File: src/rtl/debounce_pkg.sv
// debounce_pkg: shared state encoding and parameter defaults for debounce_sync.
// The state encoding keeps bit 1 equal to the level currently reported on dout.
package debounce_pkg;

    typedef enum logic [1:0] {
        STABLE_LO = 2'b00,
        PEND_HI   = 2'b01,
        STABLE_HI = 2'b11,
        PEND_LO   = 2'b10
    } db_state_e;

    localparam int SYNC_STAGES_DEF     = 2;
    localparam int DEBOUNCE_CYCLES_DEF = 4;

endpackage

File: src/rtl/sync_chain.sv
// sync_chain: STAGES-deep flop chain that brings an asynchronous level into
// the clk domain. Asynchronous active-low reset clears every stage to 0.
module sync_chain #(
    parameter int STAGES = 2
) (
    input  logic clk,
    input  logic reset,
    input  logic d,
    output logic q
);

    if (STAGES < 2) begin : g_bad_stages
        $error("sync_chain: STAGES must be >= 2");
    end

    logic [STAGES-1:0] chain_q;

    // Shift the raw input one stage deeper each clock.
    always_ff @(posedge clk or negedge reset) begin
        if (!reset) begin
            chain_q <= '0;
        end else begin
            chain_q <= {chain_q[STAGES-2:0], d};
        end
    end

    assign q = chain_q[STAGES-1];

endmodule

File: src/rtl/debounce_sync.sv
// debounce_sync: synchronizes a noisy asynchronous level and only changes dout
// after DEBOUNCE_CYCLES consecutive synchronized samples at the new level.
// Optional feature macro DEBOUNCE_SYNC_EDGE_EN: when defined, registered
// one-cycle rise/fall strobes accompany every dout change; when undefined the
// strobe ports are tied to 0 and no edge flops exist.
import debounce_pkg::*;

module debounce_sync #(
    parameter int SYNC_STAGES     = SYNC_STAGES_DEF,
    parameter int DEBOUNCE_CYCLES = DEBOUNCE_CYCLES_DEF
) (
    input  logic clk,
    input  logic reset,
    input  logic din_raw,
    output logic dout,
    output logic rise_pulse,
    output logic fall_pulse
);

    if (SYNC_STAGES < 2) begin : g_bad_sync
        $error("debounce_sync: SYNC_STAGES must be >= 2");
    end
    if (DEBOUNCE_CYCLES < 2) begin : g_bad_deb
        $error("debounce_sync: DEBOUNCE_CYCLES must be >= 2");
    end

    // The counter only ever reaches DEBOUNCE_CYCLES-1, so this width never wraps.
    localparam int             CW       = $clog2(DEBOUNCE_CYCLES);
    localparam logic [CW-1:0]  CNT_ONE  = CW'(1);
    localparam logic [CW-1:0]  CNT_LAST = CW'(DEBOUNCE_CYCLES - 1);

    logic          s;
    db_state_e     state_q, state_d;
    logic [CW-1:0] cnt_q, cnt_d;
    logic          dout_q, dout_d;

    sync_chain #(
        .STAGES(SYNC_STAGES)
    ) u_sync (
        .clk  (clk),
        .reset(reset),
        .d    (din_raw),
        .q    (s)
    );

    // Next-state logic: a pending state counts agreeing samples and falls back
    // to its stable state on the first disagreeing one (glitch rejected).
    always_comb begin
        state_d = state_q;
        cnt_d   = cnt_q;
        dout_d  = dout_q;
        unique case (state_q)
            STABLE_LO: begin
                if (s) begin
                    state_d = PEND_HI;
                    cnt_d   = CNT_ONE;
                end else begin
                    cnt_d = '0;
                end
            end
            PEND_HI: begin
                if (!s) begin
                    state_d = STABLE_LO;
                    cnt_d   = '0;
                end else if (cnt_q == CNT_LAST) begin
                    state_d = STABLE_HI;
                    cnt_d   = '0;
                    dout_d  = 1'b1;
                end else begin
                    cnt_d = cnt_q + 1'b1;
                end
            end
            STABLE_HI: begin
                if (!s) begin
                    state_d = PEND_LO;
                    cnt_d   = CNT_ONE;
                end else begin
                    cnt_d = '0;
                end
            end
            PEND_LO: begin
                if (s) begin
                    state_d = STABLE_HI;
                    cnt_d   = '0;
                end else if (cnt_q == CNT_LAST) begin
                    state_d = STABLE_LO;
                    cnt_d   = '0;
                    dout_d  = 1'b0;
                end else begin
                    cnt_d = cnt_q + 1'b1;
                end
            end
            default: begin
                state_d = STABLE_LO;
                cnt_d   = '0;
            end
        endcase
    end

    // State, counter and debounced output registers.
    always_ff @(posedge clk or negedge reset) begin
        if (!reset) begin
            state_q <= STABLE_LO;
            cnt_q   <= '0;
            dout_q  <= 1'b0;
        end else begin
            state_q <= state_d;
            cnt_q   <= cnt_d;
            dout_q  <= dout_d;
        end
    end

    assign dout = dout_q;

`ifdef DEBOUNCE_SYNC_EDGE_EN
    logic rise_q, fall_q;

    // Strobes load in the same edge as dout so they coincide with its first new cycle.
    always_ff @(posedge clk or negedge reset) begin
        if (!reset) begin
            rise_q <= 1'b0;
            fall_q <= 1'b0;
        end else begin
            rise_q <= dout_d & ~dout_q;
            fall_q <= ~dout_d & dout_q;
        end
    end

    assign rise_pulse = rise_q;
    assign fall_pulse = fall_q;
`else
    assign rise_pulse = 1'b0;
    assign fall_pulse = 1'b0;
`endif

endmodule

File: config.mk
export PLATFORM = sky130hd
export DESIGN_NAME = debounce_sync
export DESIGN_NICKNAME = d
export VERILOG_FILES = /design/src/rtl/debounce_pkg.sv /design/src/rtl/sync_chain.sv /design/src/rtl/debounce_sync.sv
export SDC_FILE = /design/constraint.sdc
export NUM_CORES = 1
export LEC_CHECK = 0
export ABC_CLOCK_PERIOD_IN_PS = 2900
export CAP_MARGIN = 20
export CORE_AREA = 2 2 39 41
export DETAILED_ROUTE_END_ITERATION = 12
export DIE_AREA = 0 0 41 43
export GPL_TIMING_DRIVEN = 0
export SLEW_MARGIN = 15
export SYNTH_ARGS = -nofsm -noshare
export SYNTH_HDL_FRONTEND = slang
export SYNTH_SLANG_ARGS = --single-unit
File: constraint.sdc
create_clock -name clk -period 2.9 [get_ports clk]
set_input_delay 0.58 -clock clk [delete_from_list [all_inputs] [get_ports clk]]
set_output_delay 0.58 -clock clk [all_outputs]
set_load 0.005 [all_outputs]
### After elaboration in Yosys (flattened, before gate mapping)

Cells that the tools add are included.

* register bits after elaboration: 7
* bits of input ports: 3
* output and inout bits: 3
* word-level logic and storage cells: 39

* add/sub/neg operators: 1
* equal/unequal tests: 12
* multiplexer cells: 18
* reduce and logical (&&, ||, !) cells: 4

Operator list (number)
* 2-bit 2-to-1 mux: 9
* 2-bit case mux with 4 select lines: 2
* 2-bit != test (second input constant): 4
* 2-bit equality test (second input constant): 3
* 1-bit 2-to-1 mux: 6
* 5-bit AND reduction: 1
* 2-bit by 1-bit != test with 1-bit output (second input constant): 2
* 4-bit AND reduction: 1
* 3-bit by 2-bit != test with 1-bit output (second input constant): 1
* 3-bit != test (second input constant): 1
* 2-bit by 1-bit adder with 2-bit output (second input constant): 1
* 2-bit by 1-bit equality test with 1-bit output (second input constant): 1
* 2-bit logical NOT: 1
* 1-bit case mux with 2 select lines: 1
* 2-bit nonzero test: 1

### Longest topological paths before layout

Gate-level depths: netlist of the first run.

* depth after elaboration: 4
* gate-level depth with buffers: 6
* gate-level depth less buffers: 6

### Modules after synthesis

Synthesis of the first run repeated with hierarchy kept, for this count alone.

* cells, all modules: 40
* area, all modules: 422.9 µm²

By module, submodules not included
* debounce_sync: instances 1, cells an instance 38, area each 372.9 µm², sequential area each 125.1 µm²
* sync_chain: instances 1, cells an instance 2, area each 50.0 µm², sequential area each 50.0 µm²

### Worst setup path after synthesis of the first run

No wires, ideal clock.

* kind: reg2reg
* start: register state_q[0]
* end: register state_q[1]
* library setup time: 0.128 ns
* arrival: 1.276 ns
* required time: 2.772 ns
* setup slack: 1.496 ns
* stages on the path, launching flop included: 6
* path buffers: 0
* clock period less this slack: 1.404 ns
* cells stage by stage: dfrtp_1 > inv_1 > ha_1 > a21oi_2 > mux2i_1 > mux2_1

* cells in the longest elaborated chain, start to end: 3
* elaborated cells between the ends (all ways): 10
* those cells by class: 7 x eq/ne; 1 x mux; 2 x reduce/logical

Ends and longest elaborated chain
* start: declaration: RTL line debounce_sync.sv:33 `db_state_e state_q, state_d;`
* start signal: assignment: RTL line debounce_sync.sv:107 `state_q <= state_d;`
* 2-bit by 1-bit equality test with 1-bit output, or another cell as far along: RTL line debounce_sync.sv:52 `unique case (state_q)`
* 3-bit != test (no source line), or another cell as far along
* 4-bit AND reduction (no source line)

Parallel ways exist; a longest one is shown, timed or not.
A chain may end at the register's enable or synchronous reset.

### Worst setup path in the final report of the first run

* start: register dout_q, in the netlist dout
* end: output dout

RTL lines
* start: declaration: RTL line debounce_sync.sv:35 `logic dout_q, dout_d;`
* start signal: assignment: RTL line debounce_sync.sv:109 `dout_q <= dout_d;`
* end: declaration: RTL line debounce_sync.sv:15 `output logic dout,`

No word-level cell between the ends.

==> results of run 1 <==
==> final cells by class <==
cell class / count / share of cell area
inverter: 6 / 0.0427
tap: 16 / 0.0379
buffer: 2 / 0.0284
sequential: 7 / 0.332
timing repair buffer: 3 / 0.0569
clock buffer: 4 / 0.0498
multi-input combinational: 30 / 0.453
==> cells in the mapped netlist <==
| cell type | n | area (um^2) |
|---|---|---|
| ha_1 | 8 | 100 |
| nand2_1 | 1 | 3.75 |
| conb_1 | 1 | 3.75 |
| nor3b_1 | 1 | 7.51 |
| o2bb2a_1 | 1 | 10.0 |
| a21oi_1 | 5 | 25.0 |
| a21oi_2 | 1 | 8.76 |
| or3_1 | 1 | 6.26 |
| o211a_1 | 1 | 10.0 |
| nor2_1 | 3 | 11.3 |
| mux2i_1 | 2 | 20.0 |
| buf_4 | 2 | 15.0 |
| mux2_1 | 1 | 11.3 |
| dfrtp_1 | 7 | 175 |
| o21ai_0 | 1 | 5.00 |
| o22ai_1 | 2 | 12.5 |
| inv_1 | 6 | 22.5 |
==> flip-flops by register name (all words and copies together) (netlist names) <==
signal          flops
cnt_q               2
state_q             2
u_sync.chain_q      2
dout                1
==> worst register-to-register path: stages (launching register included) <==
cell	delay, ns
dfrtp_1	0.41
inv_1	0.16
ha_1	0.24
a21oi_2	0.08
mux2i_1	0.18
mux2_1	0.34
==> cell families (layout without fill, tap and decap cells) <==
| logic type | count (synthesis) | after routing |
|---|---|---|
| other cells | 1 | 2 |
| simple gates | 6 | 6 |
| buf+inv | 8 | 15 |
| fa+ha+maj | 8 | 8 |
| mux | 3 | 3 |
| compound gates | 11 | 11 |
| flops | 7 | 7 |
==> per-layer routing <==
| metal | global-route usage | part of all wire | up-vias |
|---|---|---|---|
| li1 | - | - | 159 |
| met1 | 0.112 | 0.44 | 142 |
| met2 | 0.150 | 0.47 | 9 |
| met3 | 0.0942 | 0.085 | 0 |
| met4 | 0.0200 | 0 | 0 |
| met5 | 0 | 0 | - |
==> metrics by stage <==
stage	power, mW	hold slack [ns]
finish	0.480	0.350
global route	0.535	0.373
global placement	0.393	0.335
detailed placement	0.400	0.344
floorplan	0.340	0.284
CTS	0.488	0.355
==> power by group through the flow <==
stage | sequential [mW] | clock [mW] | combinational (mW)
3_5_place_dp | 0.157 | 0 | 0.243
4_1_cts | 0.155 | 0.0900 | 0.243
6_report | 0.154 | 0.0873 | 0.239
3_3_place_gp | 0.156 | 0 | 0.238
2_1_floorplan | 0.151 | 0 | 0.189
5_1_grt | 0.160 | 0.0987 | 0.276
==> worst paths after layout <==
| check | slack, ns | startpoint | to | cells after the start |
|---|---|---|---|---|
| setup reg to reg | 1.38 | state_q[0] | state_q[1] | 5 |
| hold / removal | 0.35 | u_sync.chain_q[0] | u_sync.chain_q[1] | 0 |
| max in group asynchronous | 2.08 | reset | u_sync.chain_q[0] | 1 |
| setup / recovery | 1.21 | dout | dout | 1 |
| min in group asynchronous | 0.58 | reset | cnt_q[1] | 1 |
| hold reg to reg | 0.35 | u_sync.chain_q[0] | u_sync.chain_q[1] | 0 |
==> impl_results.md, run 1 <==
- Status: finished, final reports clean
- Final hold vios: 0
- Layout cells sized above 1: 0.115
- Post-route minimum period: 1.69 ns
- Via count: 310
- Synth Area in XOR/XNOR: 0
- Post-synthesis mux area share: 0.0698
- H-tree levels: 1
- Final Util: 0.382
- Global-route wire length before repair: 1.17 mm
- Num CTS Buffers: 3
- Sw Share: 0.385
- DP Worst Slack: 1.36 ns
- Placed inst area: 502 um^2
- Register area: 175 um^2
- Max clock buf depth: 2
- Antenna cells: 0
- Worst EP arrival: 1.11 ns
- Initial drt markers: 2
- Row count: 14
- Worst skew pair latency: 0.25 ns
- Nets: 64
- I/O Buffers: 3
- Post-route setup slack: 1.21 ns
- Clock root buffer: clkbuf_4
- Max Cap Violations: 0
- Synth-to-Final Area Change: 17.9%
- Setup TNS: 0 ns
- Starting Density: 0.324
- Grt total ovfl: 0
- Post-CTS Repair Setup Buffers: 0
- Clock Sink Count: 7
- Post-Synth Adder-Cell Area: 0.223
- P per Cell Area: 909 mW/mm^2
- Synthesized cell area: 448 um^2
- Syn Inst Count: 44
- Routed Antenna Nets: 0
- Leakage: 0.269 nW
- DRC viols: 0
- Vias in the first global route: 302
- Worst setup EP type: primary output
- Max Fclk: 590 MHz
- GR Util All Layers: 0.104
- CP Launch Type: register
- First-pass DRT Iterations: 4
- Drt via density: 4.56
- Largest family of logic cells by synthesized area: adder cells
- Simple-gate share of the synthesized area: 0.0642
- Die width: 41 um
- Multi-input logic area: 239 um^2
- Worst path cell trace: clkdlybuf4s50_1
- Post-synthesis compound-gate area fraction: 0.159
- Finish-stage setup viols: 0
- CTS tree: yes
- Internal power: 295 uW
- Worst path bufs/invs: 1
- CTS clock-pin slew for the worst setup and hold paths: 0.05 ns
- Core area: 0.00138 mm^2
- # resized after CTS: 0
- Crit Path Max Fanout: 3
- P_sw: 185 uW
- Worst hold path type: register to register
- Die area: 0.00176 mm^2
- Comb pwr share: 0.497
- Critical path class: register to primary output
- Die height: 43 um
- Leading cell type in the layout, fill and taps excluded: ha_1
- Finished Layout Cells: 68
- Period utilisation layout: 0.584
- Worst VDD drop: 0.358 mV
- Sequential area share after synthesis: 0.391
- I/O pin cnt: 6
- Largest net degree at the start of global routing: 8
- Initial antenna violation count: 0
- Flop pwr share: 0.321
- Worst path max stage delay: 0.50 ns
- Post-Layout Inst Area: 528 um^2
- Clock Power Share: 0.182
- Routed WL per cell: 9.84 um
- Yosys reg bits: 7
- Fill count: 143
- Final wirelength: 669 um
- Crit-path leading delay family: buffers and inverters
- Pins Over Slew Limit: 0
- Post-Syn Area per Cell: 10.2 um^2
- Critical path data required time: 2.32 ns
- Most frequent cells in the layout: ha_1, dfrtp_1, inv_1
- Yosys warns: 0
- Worst clock skew: 0.00630 ns
- Total placed cells including tap cells: 64
- Post-synth cell types: 17
- Placer Congestion: 0.778
- Critical path's slowest cell: clkdlybuf4s50_1
- RSZ-0062 raised after global routing: false
- CTS Hold Bufs: 0
Note: power is estimated with default switching activity, not from simulation.
==> inputs of run 2 (changes only) <==
Settings changed: ABC_CLOCK_PERIOD_IN_PS 2900 to 1760.
Clock period 2.9 ns to 1.76 ns, I/O delays scaled along.
==> results of run 2 <==
The final DEF is identical to that of run 1. Status: finished, final reports clean.
Among the figures that moved: setup slack after placement 1.36 ns -> 0.224 ns; setup slack after layout 1.21 ns -> 0.239 ns; start point of the critical path dout -> state_q[0]; end point of the critical path dout -> state_q[1]; register-to-register setup slack 1.38 ns -> 0.24 ns; total power 0.480 mW -> 0.791 mW; worst IR drop on VDD 0.358 mV -> 0.591 mV
==> inputs of run 3 (changes only) <==
Settings changed: PLACE_DENSITY_LB_ADDON set to 0.12.
==> run 3 against run 2 <==
Net effect:
- first-iteration DRC count stayed put
- clock skew shrank 0.0043 ns
- wire length increased by 4.3%
- register-to-register slack got worse by 0.05 ns
- sequential share of layout area is the same
- non-clock buffer count is the same
- critical path depth unchanged
==> impl_results.md, run 3 (synthesized netlist as in run 1, its figures left out) <==
- GR Util All Layers: 0.116
- I/O Buffers: 3
- CP Launch Type: register
- Worst EP arrival: 1.70 ns
- Post-Layout Inst Area: 528 um^2
- Placer Congestion: 0.789
- Drt via density: 4.66
- Routed Antenna Nets: 0
- Clock root buffer: clkbuf_4
- H-tree levels: 1
- Critical path data required time: 1.89 ns
- Die area: 0.00176 mm^2
- Dpl hpwl: 591 um
- Vias in the first global route: 319
- Nets: 64
- Leading cell type in the layout, fill and taps excluded: ha_1
- Max Cap Violations: 0
- Worst hold path type: input pin to asynchronous set/reset pin
- Max clock buf depth: 2
- Most frequent cells in the layout: ha_1, dfrtp_1, inv_1
- Via count: 317
- Die height: 43 um
- Fill count: 150
- Max Fclk: 638 MHz
- Synth-to-Final Area Change: 17.9%
- Antenna cells: 0
- Post-route minimum period: 1.57 ns
- RSZ-0062 raised after global routing: false
- Clock Sink Count: 7
- Finish-stage setup viols: 0
- Post-CTS Repair Setup Buffers: 0
- Layout cells sized above 1: 0.115
- P per Cell Area: 1510 mW/mm^2
- Starting Density: 0.324
- Period utilisation layout: 0.890
- DRC viols: 0
- Largest net degree at the start of global routing: 8
- Crit Path Max Fanout: 5
- I/O pin cnt: 6
- Worst setup EP type: register
- DP Worst Slack: 0.188 ns
- Total placed cells including tap cells: 64
- Grt total ovfl: 0
- CTS Hold Bufs: 0
- Placed inst area: 502 um^2
- Leakage: 0.269 nW
- Initial antenna violation count: 0
- First-pass DRT Iterations: 2
- Worst Reg-to-Reg Cells: 5
- Final hold vios: 0
- Post-route setup slack: 0.194 ns
- # resized after CTS: 0
- Setup TNS: 0 ns
- CTS clock-pin slew for the worst setup and hold paths: 0.05 ns
- Die width: 41 um
- Routed WL per cell: 10.3 um
- Status: finished, final reports clean
- Worst skew pair latency: 0.25 ns
- Num CTS Buffers: 3
- Biggest registers after layout: cnt_q: 2 flops, state_q: 2 flops, u_sync.chain_q: 2 flops
- Final wirelength: 698 um
- Critical path class: register to register
- CTS tree: yes
- Finished Layout Cells: 68
- Global-route wire length before repair: 1.35 mm
- Row count: 14
- Initial drt markers: 2
- Worst clock skew: 0.00197 ns
- Core area: 0.00138 mm^2
- Worst VDD drop: 0.649 mV
- Pins Over Slew Limit: 0
==> run 3: final timing paths <==
| check | start | end | slack [ns] |
|---|---|---|---|
| worst max-delay path | state_q[1] | state_q[1] | 0.19 |
| worst min-delay path | reset | u_sync.chain_q[1] | 0.36 |
| worst max register to register | state_q[1] | state_q[1] | 0.19 |
| worst min register to register | u_sync.chain_q[0] | u_sync.chain_q[1] | 0.36 |
| max in group asynchronous | reset | cnt_q[0] | 1.17 |
| min in group clk | u_sync.chain_q[0] | u_sync.chain_q[1] | 0.36 |
==> run 3: per-layer routing <==
metal / vias up / wire length, um / global-route usage
met3: 2 / 25 / 0.0314
met4: 0 / 16 / 0.0800
met1: 148 / 319 / 0.147
li1: 160 / - / -
met2: 7 / 336 / 0.163
met5: - / 0 / 0
==> run 3: worst max-delay path, stage by stage (launching register included) <==
cell     delay [ns]
dfrtp_1        0.42
inv_1          0.14
ha_1           0.24
a21oi_1        0.09
mux2i_1        0.22
mux2_1         0.34
==> run 3: area by class of cell <==
type	count	area [um^2]	share of cell area
Inverter	6	22.5	0.0427
Buffer	2	15.0	0.0284
Multi-Input combinational cell	30	239	0.453
Timing Repair Buffer	3	30.0	0.0569
Clock buffer	4	26.3	0.0498
Tap cell	16	20.0	0.0379
Sequential cell	7	175	0.332
==> run 3: per-stage QoR <==
stage               hold WS, ns  total power [mW]   util
global route              0.379             0.887  0.382
detailed placement        0.350             0.660  0.363
finish                    0.356             0.797  0.382
floorplan                0.0564             0.561      -
CTS                       0.361             0.809  0.382
global placement          0.340             0.645  0.363
==> run 3: report_power, final <==
part	switching [mW]	internal [mW]	total [mW]
Combinational	0.209	0.187	0.397
Sequential	0.0434	0.213	0.257
Clock	0.0571	0.0864	0.143
